[config.mk]
export PLATFORM = sky130hd
export DESIGN_NAME = regfile_sb_flat
export DESIGN_NICKNAME = d
export VERILOG_FILES = /design/src/rtl/regfile_pkg.sv /design/src/rtl/regfile_sb_if.sv /design/src/rtl/regfile_sb_scoreboard.sv /design/src/rtl/regfile_sb.sv /design/src/flat_wrapper.sv
export SDC_FILE = /design/constraint.sdc
export NUM_CORES = 2
export LEC_CHECK = 0
export CAP_MARGIN = 20
export CORE_AREA = 5 5 389 391
export DETAILED_ROUTE_END_ITERATION = 10
export DIE_AREA = 0 0 394 396
export HOLD_SLACK_MARGIN = 0.03
export SLEW_MARGIN = 10
export SYNTH_ARGS = -nofsm -noshare
export SYNTH_HDL_FRONTEND = slang
export SYNTH_SLANG_ARGS = --single-unit
export TNS_END_PERCENT = 1
[constraint.sdc]
create_clock -name clk -period 11.35 [get_ports clk]
set_input_delay 2.27 -clock clk [delete_from_list [all_inputs] [get_ports clk]]
set_output_delay 2.27 -clock clk [all_outputs]
set_load 0.01 [all_outputs]
[src/rtl/regfile_pkg.sv]
// regfile_pkg: default sizing constants and register-index type shared by the register file slice.
package regfile_pkg;
  localparam int DEF_XLEN    = 32;
  localparam int DEF_NREG    = 32;
  localparam int DEF_SP_IDX  = 2;
  localparam int DEF_SP_INIT = 65536;
  localparam int DEF_AUX_IDX = 10;
  typedef logic [$clog2(DEF_NREG)-1:0] reg_idx_t;
endpackage

[src/rtl/regfile_sb_if.sv]
// regfile_sb_if: read, write, issue and scoreboard signals between a core and the register file.
interface regfile_sb_if import regfile_pkg::*; #(
  parameter int XLEN = DEF_XLEN,
  parameter int NREG = DEF_NREG
);
  localparam int AW = $clog2(NREG);
  logic [AW-1:0]   rs1, rs2, wb_rd, issue_rd;
  logic [XLEN-1:0] rs1_data, rs2_data, wb_data, aux_data;
  logic            wb_we, aux_we, issue_valid, issue_ready, hazard, flush;
  logic [AW:0]     busy_cnt;
  modport master (
    output rs1, rs2, wb_we, wb_rd, wb_data, aux_we, aux_data, issue_valid, issue_rd, flush,
    input  rs1_data, rs2_data, issue_ready, hazard, busy_cnt
  );
  modport slave (
    input  rs1, rs2, wb_we, wb_rd, wb_data, aux_we, aux_data, issue_valid, issue_rd, flush,
    output rs1_data, rs2_data, issue_ready, hazard, busy_cnt
  );
endinterface

[src/rtl/regfile_sb_scoreboard.sv]
// sb_scoreboard: per-register busy bits with issue set, writeback clear, flush and population count.
module sb_scoreboard import regfile_pkg::*; #(
  parameter int NREG    = DEF_NREG,
  parameter int AUX_IDX = DEF_AUX_IDX,
  localparam int AW     = $clog2(NREG)
) (
  input  logic          clk,
  input  logic          rst,
  input  logic [AW-1:0] rs1_i,
  input  logic [AW-1:0] rs2_i,
  input  logic          wb_we_i,
  input  logic [AW-1:0] wb_rd_i,
  input  logic          aux_we_i,
  input  logic          issue_valid_i,
  input  logic [AW-1:0] issue_rd_i,
  input  logic          flush_i,
  output logic          hazard_o,
  output logic          issue_ready_o,
  output logic [AW:0]   busy_cnt_o
);
  logic [NREG-1:0] busy_q, busy_d, clr, set;
  for (genvar i = 0; i < NREG; i++) begin : g_bit
    assign clr[i] = (wb_we_i && wb_rd_i == AW'(i)) || (aux_we_i && i == AUX_IDX);
    assign set[i] = issue_valid_i && issue_ready_o && i != 0 && issue_rd_i == AW'(i);
  end
  // a producer writing back this cycle no longer blocks its consumers
  assign hazard_o = (rs1_i != '0 && busy_q[rs1_i] && !clr[rs1_i]) ||
                    (rs2_i != '0 && busy_q[rs2_i] && !clr[rs2_i]);
  assign issue_ready_o = !hazard_o && !flush_i;
  assign busy_d = flush_i ? '0 : (busy_q & ~clr) | set;
  always_ff @(posedge clk) busy_q <= !rst ? '0 : busy_d;
  always_comb begin
    busy_cnt_o = '0;
    for (int k = 0; k < NREG; k++) busy_cnt_o = busy_cnt_o + (AW+1)'(busy_q[k]);
  end
endmodule

[src/rtl/regfile_sb.sv]
// regfile_sb: two-write-port register file with write-through reads and an issue scoreboard.
module regfile_sb import regfile_pkg::*; #(
  parameter int XLEN    = DEF_XLEN,
  parameter int NREG    = DEF_NREG,
  parameter int SP_IDX  = DEF_SP_IDX,
  parameter int SP_INIT = DEF_SP_INIT,
  parameter int AUX_IDX = DEF_AUX_IDX
) (
  input logic        clk,
  input logic        rst,
  regfile_sb_if.slave bus
);
  localparam int AW = $clog2(NREG);
  logic [XLEN-1:0] regs_q [NREG];
  logic [XLEN-1:0] regs_d [NREG];
  always_comb begin
    regs_d = regs_q;
    if (bus.wb_we && bus.wb_rd != '0) regs_d[bus.wb_rd] = bus.wb_data;
    if (bus.aux_we && AUX_IDX != 0) regs_d[AUX_IDX] = bus.aux_data;
  end
  always_ff @(posedge clk)
    for (int k = 0; k < NREG; k++)
      regs_q[k] <= !rst ? (k == SP_IDX ? XLEN'(SP_INIT) : '0) : regs_d[k];
  // aux wins over wb when both target the same register
  assign bus.rs1_data = bus.rs1 == '0 ? '0 :
                        (bus.aux_we && bus.rs1 == AW'(AUX_IDX)) ? bus.aux_data :
                        (bus.wb_we && bus.rs1 == bus.wb_rd) ? bus.wb_data : regs_q[bus.rs1];
  assign bus.rs2_data = bus.rs2 == '0 ? '0 :
                        (bus.aux_we && bus.rs2 == AW'(AUX_IDX)) ? bus.aux_data :
                        (bus.wb_we && bus.rs2 == bus.wb_rd) ? bus.wb_data : regs_q[bus.rs2];
  sb_scoreboard #(.NREG(NREG), .AUX_IDX(AUX_IDX)) u_sb (
    .clk           (clk),
    .rst           (rst),
    .rs1_i         (bus.rs1),
    .rs2_i         (bus.rs2),
    .wb_we_i       (bus.wb_we),
    .wb_rd_i       (bus.wb_rd),
    .aux_we_i      (bus.aux_we),
    .issue_valid_i (bus.issue_valid),
    .issue_rd_i    (bus.issue_rd),
    .flush_i       (bus.flush),
    .hazard_o      (bus.hazard),
    .issue_ready_o (bus.issue_ready),
    .busy_cnt_o    (bus.busy_cnt)
  );
endmodule

[src/flat_wrapper.sv]
// flat-port wrapper written by rule: the top's interface ports become plain ports
module regfile_sb_flat import regfile_pkg::*;
#(
  parameter int XLEN    = DEF_XLEN,
  parameter int NREG    = DEF_NREG,
  parameter int SP_IDX  = DEF_SP_IDX,
  parameter int SP_INIT = DEF_SP_INIT,
  parameter int AUX_IDX = DEF_AUX_IDX
)
  (clk, rst, bus_rs1, bus_rs2, bus_wb_we, bus_wb_rd, bus_wb_data, bus_aux_we, bus_aux_data, bus_issue_valid, bus_issue_rd, bus_flush, bus_rs1_data, bus_rs2_data, bus_issue_ready, bus_hazard, bus_busy_cnt);
  regfile_sb_if #(.XLEN(XLEN), .NREG(NREG)) bus_i ();
  input logic clk;
  input logic rst;
  input wire logic [$bits(bus_i.rs1)-1:0] bus_rs1;
  input wire logic [$bits(bus_i.rs2)-1:0] bus_rs2;
  input wire logic [$bits(bus_i.wb_we)-1:0] bus_wb_we;
  input wire logic [$bits(bus_i.wb_rd)-1:0] bus_wb_rd;
  input wire logic [$bits(bus_i.wb_data)-1:0] bus_wb_data;
  input wire logic [$bits(bus_i.aux_we)-1:0] bus_aux_we;
  input wire logic [$bits(bus_i.aux_data)-1:0] bus_aux_data;
  input wire logic [$bits(bus_i.issue_valid)-1:0] bus_issue_valid;
  input wire logic [$bits(bus_i.issue_rd)-1:0] bus_issue_rd;
  input wire logic [$bits(bus_i.flush)-1:0] bus_flush;
  output wire logic [$bits(bus_i.rs1_data)-1:0] bus_rs1_data;
  output wire logic [$bits(bus_i.rs2_data)-1:0] bus_rs2_data;
  output wire logic [$bits(bus_i.issue_ready)-1:0] bus_issue_ready;
  output wire logic [$bits(bus_i.hazard)-1:0] bus_hazard;
  output wire logic [$bits(bus_i.busy_cnt)-1:0] bus_busy_cnt;
  assign bus_i.rs1 = bus_rs1;
  assign bus_i.rs2 = bus_rs2;
  assign bus_i.wb_we = bus_wb_we;
  assign bus_i.wb_rd = bus_wb_rd;
  assign bus_i.wb_data = bus_wb_data;
  assign bus_i.aux_we = bus_aux_we;
  assign bus_i.aux_data = bus_aux_data;
  assign bus_i.issue_valid = bus_issue_valid;
  assign bus_i.issue_rd = bus_issue_rd;
  assign bus_i.flush = bus_flush;
  assign bus_rs1_data = bus_i.rs1_data;
  assign bus_rs2_data = bus_i.rs2_data;
  assign bus_issue_ready = bus_i.issue_ready;
  assign bus_hazard = bus_i.hazard;
  assign bus_busy_cnt = bus_i.busy_cnt;
  regfile_sb #(.XLEN(XLEN), .NREG(NREG), .SP_IDX(SP_IDX), .SP_INIT(SP_INIT), .AUX_IDX(AUX_IDX)) u_core (.clk(clk), .rst(rst), .bus(bus_i));
endmodule
==> results.sh <==
export IMPL_status="finished, final reports clean"
export IMPL_ys_seq_elements=1056
export IMPL_layout_drive_gt1_share_pct=15.4
export IMPL_worstSkewPairLatency_ns=0.76
export IMPL_die_y_um=396
export IMPL_synth_area_leader_cell="dfxtp_1"
export IMPL_cp_endpoint="bus_issue_ready"
export IMPL_coreArea_mm2=0.147
export IMPL_wirelength_um=242000
export IMPL_nNetsFinal=6285
export IMPL_route_detailed_drc=0
export IMPL_die_w_um=394
export IMPL_postCtsSetupBuffers=0
export IMPL_detail_route_first_pass_iterations=6
export IMPL_vias=51814
export IMPL_synth_cells=6426
export IMPL_slew_viol_final=0
export IMPL_hold_worst_slack_ns=0.475
export IMPL_clock_path_buffers=3
export IMPL_netlist_area_mm2=0.0584
export IMPL_drtIter0Drc=7236
export IMPL_rr_startpoint="u_core.u_sb.busy_q[22]"
export IMPL_final_cell_area_mm2=0.0652
export IMPL_dpl_hpwl_um=140000
export IMPL_floorplan_initialDensity_pct=39.7
export IMPL_synthArstFlopShare_pct=0
export IMPL_grt_start_max_net_pins=267
export IMPL_rr_endpoint="u_core.u_sb.busy_q[8]"
export IMPL_arrival_ns=6.84
export IMPL_fmax_mhz=110
export IMPL_antenna_left=0
export IMPL_path_cells="clkdlybuf4s50_1 > nor2b_1 > nand2_2 > a221o_1 > a41oi_2 > o211ai_2 > nor2_1 > clkdlybuf4s50_1"
export IMPL_synth_edf_count=0
export IMPL_setup_tns_ns=0
export IMPL_viasPerCell=6.32
export IMPL_area_growth_pct=11.7
export IMPL_worstSetupEndpointType="primary output"
export IMPL_cp_common_cell="clkdlybuf4s50_1"
export IMPL_clkTransAtPathRegs_ns=0.06
export IMPL_post_place_ws_ns=2.33
export IMPL_cts_repair_resized=0
export IMPL_r2r_setup_slack_ns=8.55
export IMPL_yosys_area_top_type_share_pct=36.2
export IMPL_antenna_found_initial=12
export IMPL_ir_drop_mv=0.129
export IMPL_ioPinCount=162
export IMPL_synthesis_nets=6548
export IMPL_synth_area_leaders="dfxtp_1 36%, mux4_2 18%, nand2_1 13%"
export IMPL_io_buffers=161
export IMPL_tightest_slew_ns=1.40
export IMPL_grt_remaining_overflow=0
export IMPL_slowest_delay_ns=1.10
export IMPL_ctsHoldBuffers=0
export IMPL_ys_seq_area_share_pct=36.2
export IMPL_cts_tree="yes"
export IMPL_crit_fanout=20
export IMPL_critical_path_slowest_cell="clkdlybuf4s50_1"
export IMPL_finalHoldViolCount=0
export IMPL_cellLeakagePower_nw=21.4
export IMPL_grt_usage_pct=29.8
export IMPL_rr_worst_depth=7
export IMPL_syn_mean_instance_area_um2=9.09
export IMPL_worstPathRequired_ns=9.08
export IMPL_cts_max_level=3
export IMPL_placed_area_mm2=0.0611
export IMPL_hold_class="reg2reg"
export IMPL_setup_ws_ns=2.24
export IMPL_ys_flop_type="dfxtp_1"
export IMPL_gp_congestion=0.913
export IMPL_cts_root_buf="clkbuf_16"
export IMPL_rsz0062_at_grt="false"
export IMPL_clock_skew_ns=0.0245
export IMPL_avgRoutedWirePerCell_um=29.5
export IMPL_grt_pass1_wl_um=348000
export IMPL_synth_cell_types=57
export IMPL_rows=141
export IMPL_first_global_vias=49178
export IMPL_max_slew_margin_rel_pct=6.84
export IMPL_clock_sinks=1056
export IMPL_period_share_pct=80.3
export IMPL_dieArea_mm2=0.156
export IMPL_critical_path_class="in2out"
export IMPL_final_util_pct=44.3
export IMPL_p_per_area_mw_per_mm2=133
export IMPL_cts_buffers=116
export IMPL_setup_viol=0
export IMPL_start_kind="primary input"
export IMPL_drv_cap=0
export IMPL_startpoint="bus_wb_rd[1]"
export IMPL_post_route_min_period_ns=9.11
export IMPL_yosys_warnings=0
==> final cells by class <==
| cell class | instances | area, um2 |
|---|---|---|
| flip-flops and latches | 1056 | 21100 |
| repair buffers | 313 | 2860 |
| well taps | 1930 | 2410 |
| clock inverters | 45 | 567 |
| diodes | 10 | 25.0 |
| fillers | 14098 | 81900 |
| inverters | 54 | 203 |
| multi-input cells | 4622 | 34500 |
| clock buffers | 170 | 3470 |
==> critical path: cells and delay by family <==
kind,cells,cell delay [ns]
and+or+nand+nor,3,1.75
AOI/OAI and AO/OA,3,1.11
buffers and inverters,2,1.66
==> routing by layer <==
metal  track usage, %  wire (um)
met1             38.9      92000
met2             46.3     107000
met3             6.99      28800
met4             15.3      14200
met5                0         11
==> per-stage QoR <==
| step | std cells | total power [mW] |
|---|---|---|
| floorplan | 6426 | 4.34 |
| finish | 8200 | 8.65 |
| CTS | 8189 | 8.65 |
| global placement | 7974 | 4.67 |
| detailed placement | 7974 | 4.67 |
| global route | 8191 | 8.85 |
==> power by group <==
part / internal [mW] / switching (mW)
sequential: 3.74 / 0.0239
clock: 2.34 / 1.70
combinational: 0.301 / 0.549
==> synthesized netlist by cell type, types with 4 or more instances <==
cell type and instances:
and2_1 65, a221oi_1 47, nor2b_1 6, clkbuf_1 515
o221ai_1 60, o21ai_0 83, nand2_1 2018, a21oi_1 99
o41ai_1 11, clkbuf_2 17, nand2b_1 35, buf_2 106
mux2i_1 235, nand3_1 42, xor2_1 9, dfxtp_1 1056
nor3_1 54, nand3b_1 6, mux4_2 455, fa_1 24
inv_1 54, xnor2_1 4, buf_4 29, nand4_1 5
nand4b_1 7, o211ai_1 34, a211oi_1 95, o22ai_1 41
nor2_1 82, ha_1 8, buf_1 24, a22oi_1 11
a21boi_0 959, mux2_2 71, o31ai_1 24
==> state kept, by name, indices dropped and copies added, names as in the netlist <==
| signal | cells |
|---|---|
| u_core.u_sb.busy_q | 32 |
| u_core.regs_q | 1024 |
==> how the worst min path moves through the flow <==
| stage | cells after the start | start | end |
|---|---|---|---|
| floorplan | 2 | u_core.u_sb.busy_q[0] | u_core.u_sb.busy_q[0] |
| global placement | 2 | u_core.regs_q[378] | u_core.regs_q[378] |
| detailed placement | 1 | u_core.regs_q[1014] | u_core.regs_q[1014] |
| CTS | 2 | u_core.regs_q[941] | u_core.regs_q[941] |
| global route | 2 | u_core.regs_q[817] | u_core.regs_q[817] |
| finish | 2 | u_core.regs_q[271] | u_core.regs_q[271] |
==> logic make-up after synthesis <==
logic type | share of synthesized area, %
muxes | 22.9
adders and majority gates | 0.994
DFF | 36.2
buffers and inverters | 5.30
xor gates and xnor gates | 0.195
AOI/OAI and AO/OA | 18.4
and+or+nand+nor | 16.0
==> placed cells by master (no fill, tap or decap), types with 7 or more instances in the layout <==
cell / netlist / routed
mux4_2: 455 / 455
clkdlybuf4s50_1: 0 / 148
o221ai_1: 60 / 60
nand2b_1: 35 / 35
o21ai_0: 83 / 83
dfxtp_1: 1056 / 1056
clkbuf_8: 0 / 34
o41ai_1: 11 / 11
and2_1: 65 / 65
nand2_4: 0 / 8
inv_1: 54 / 54
buf_12: 0 / 8
nor3_2: 0 / 7
bufinv_16: 0 / 10
a22oi_1: 11 / 11
nand2_1: 2018 / 1986
a211oi_1: 95 / 95
clkbuf_1: 515 / 19
buf_4: 29 / 149
a221oi_1: 47 / 47
fa_1: 24 / 24
ha_1: 8 / 8
o211ai_1: 34 / 34
mux2_2: 71 / 71
xor2_1: 9 / 9
nor2_1: 82 / 58
nand4b_1: 7 / 7
nand2_2: 0 / 24
diode_2: 0 / 10
nor3_1: 54 / 46
o31ai_1: 24 / 24
mux2i_1: 235 / 235
a21oi_1: 99 / 99
a21boi_0: 959 / 959
nor2_4: 0 / 24
o22ai_1: 41 / 41
nand3_1: 42 / 41
clkinv_2: 0 / 22
clkbuf_16: 0 / 117
(Power assumes the default switching activity.)
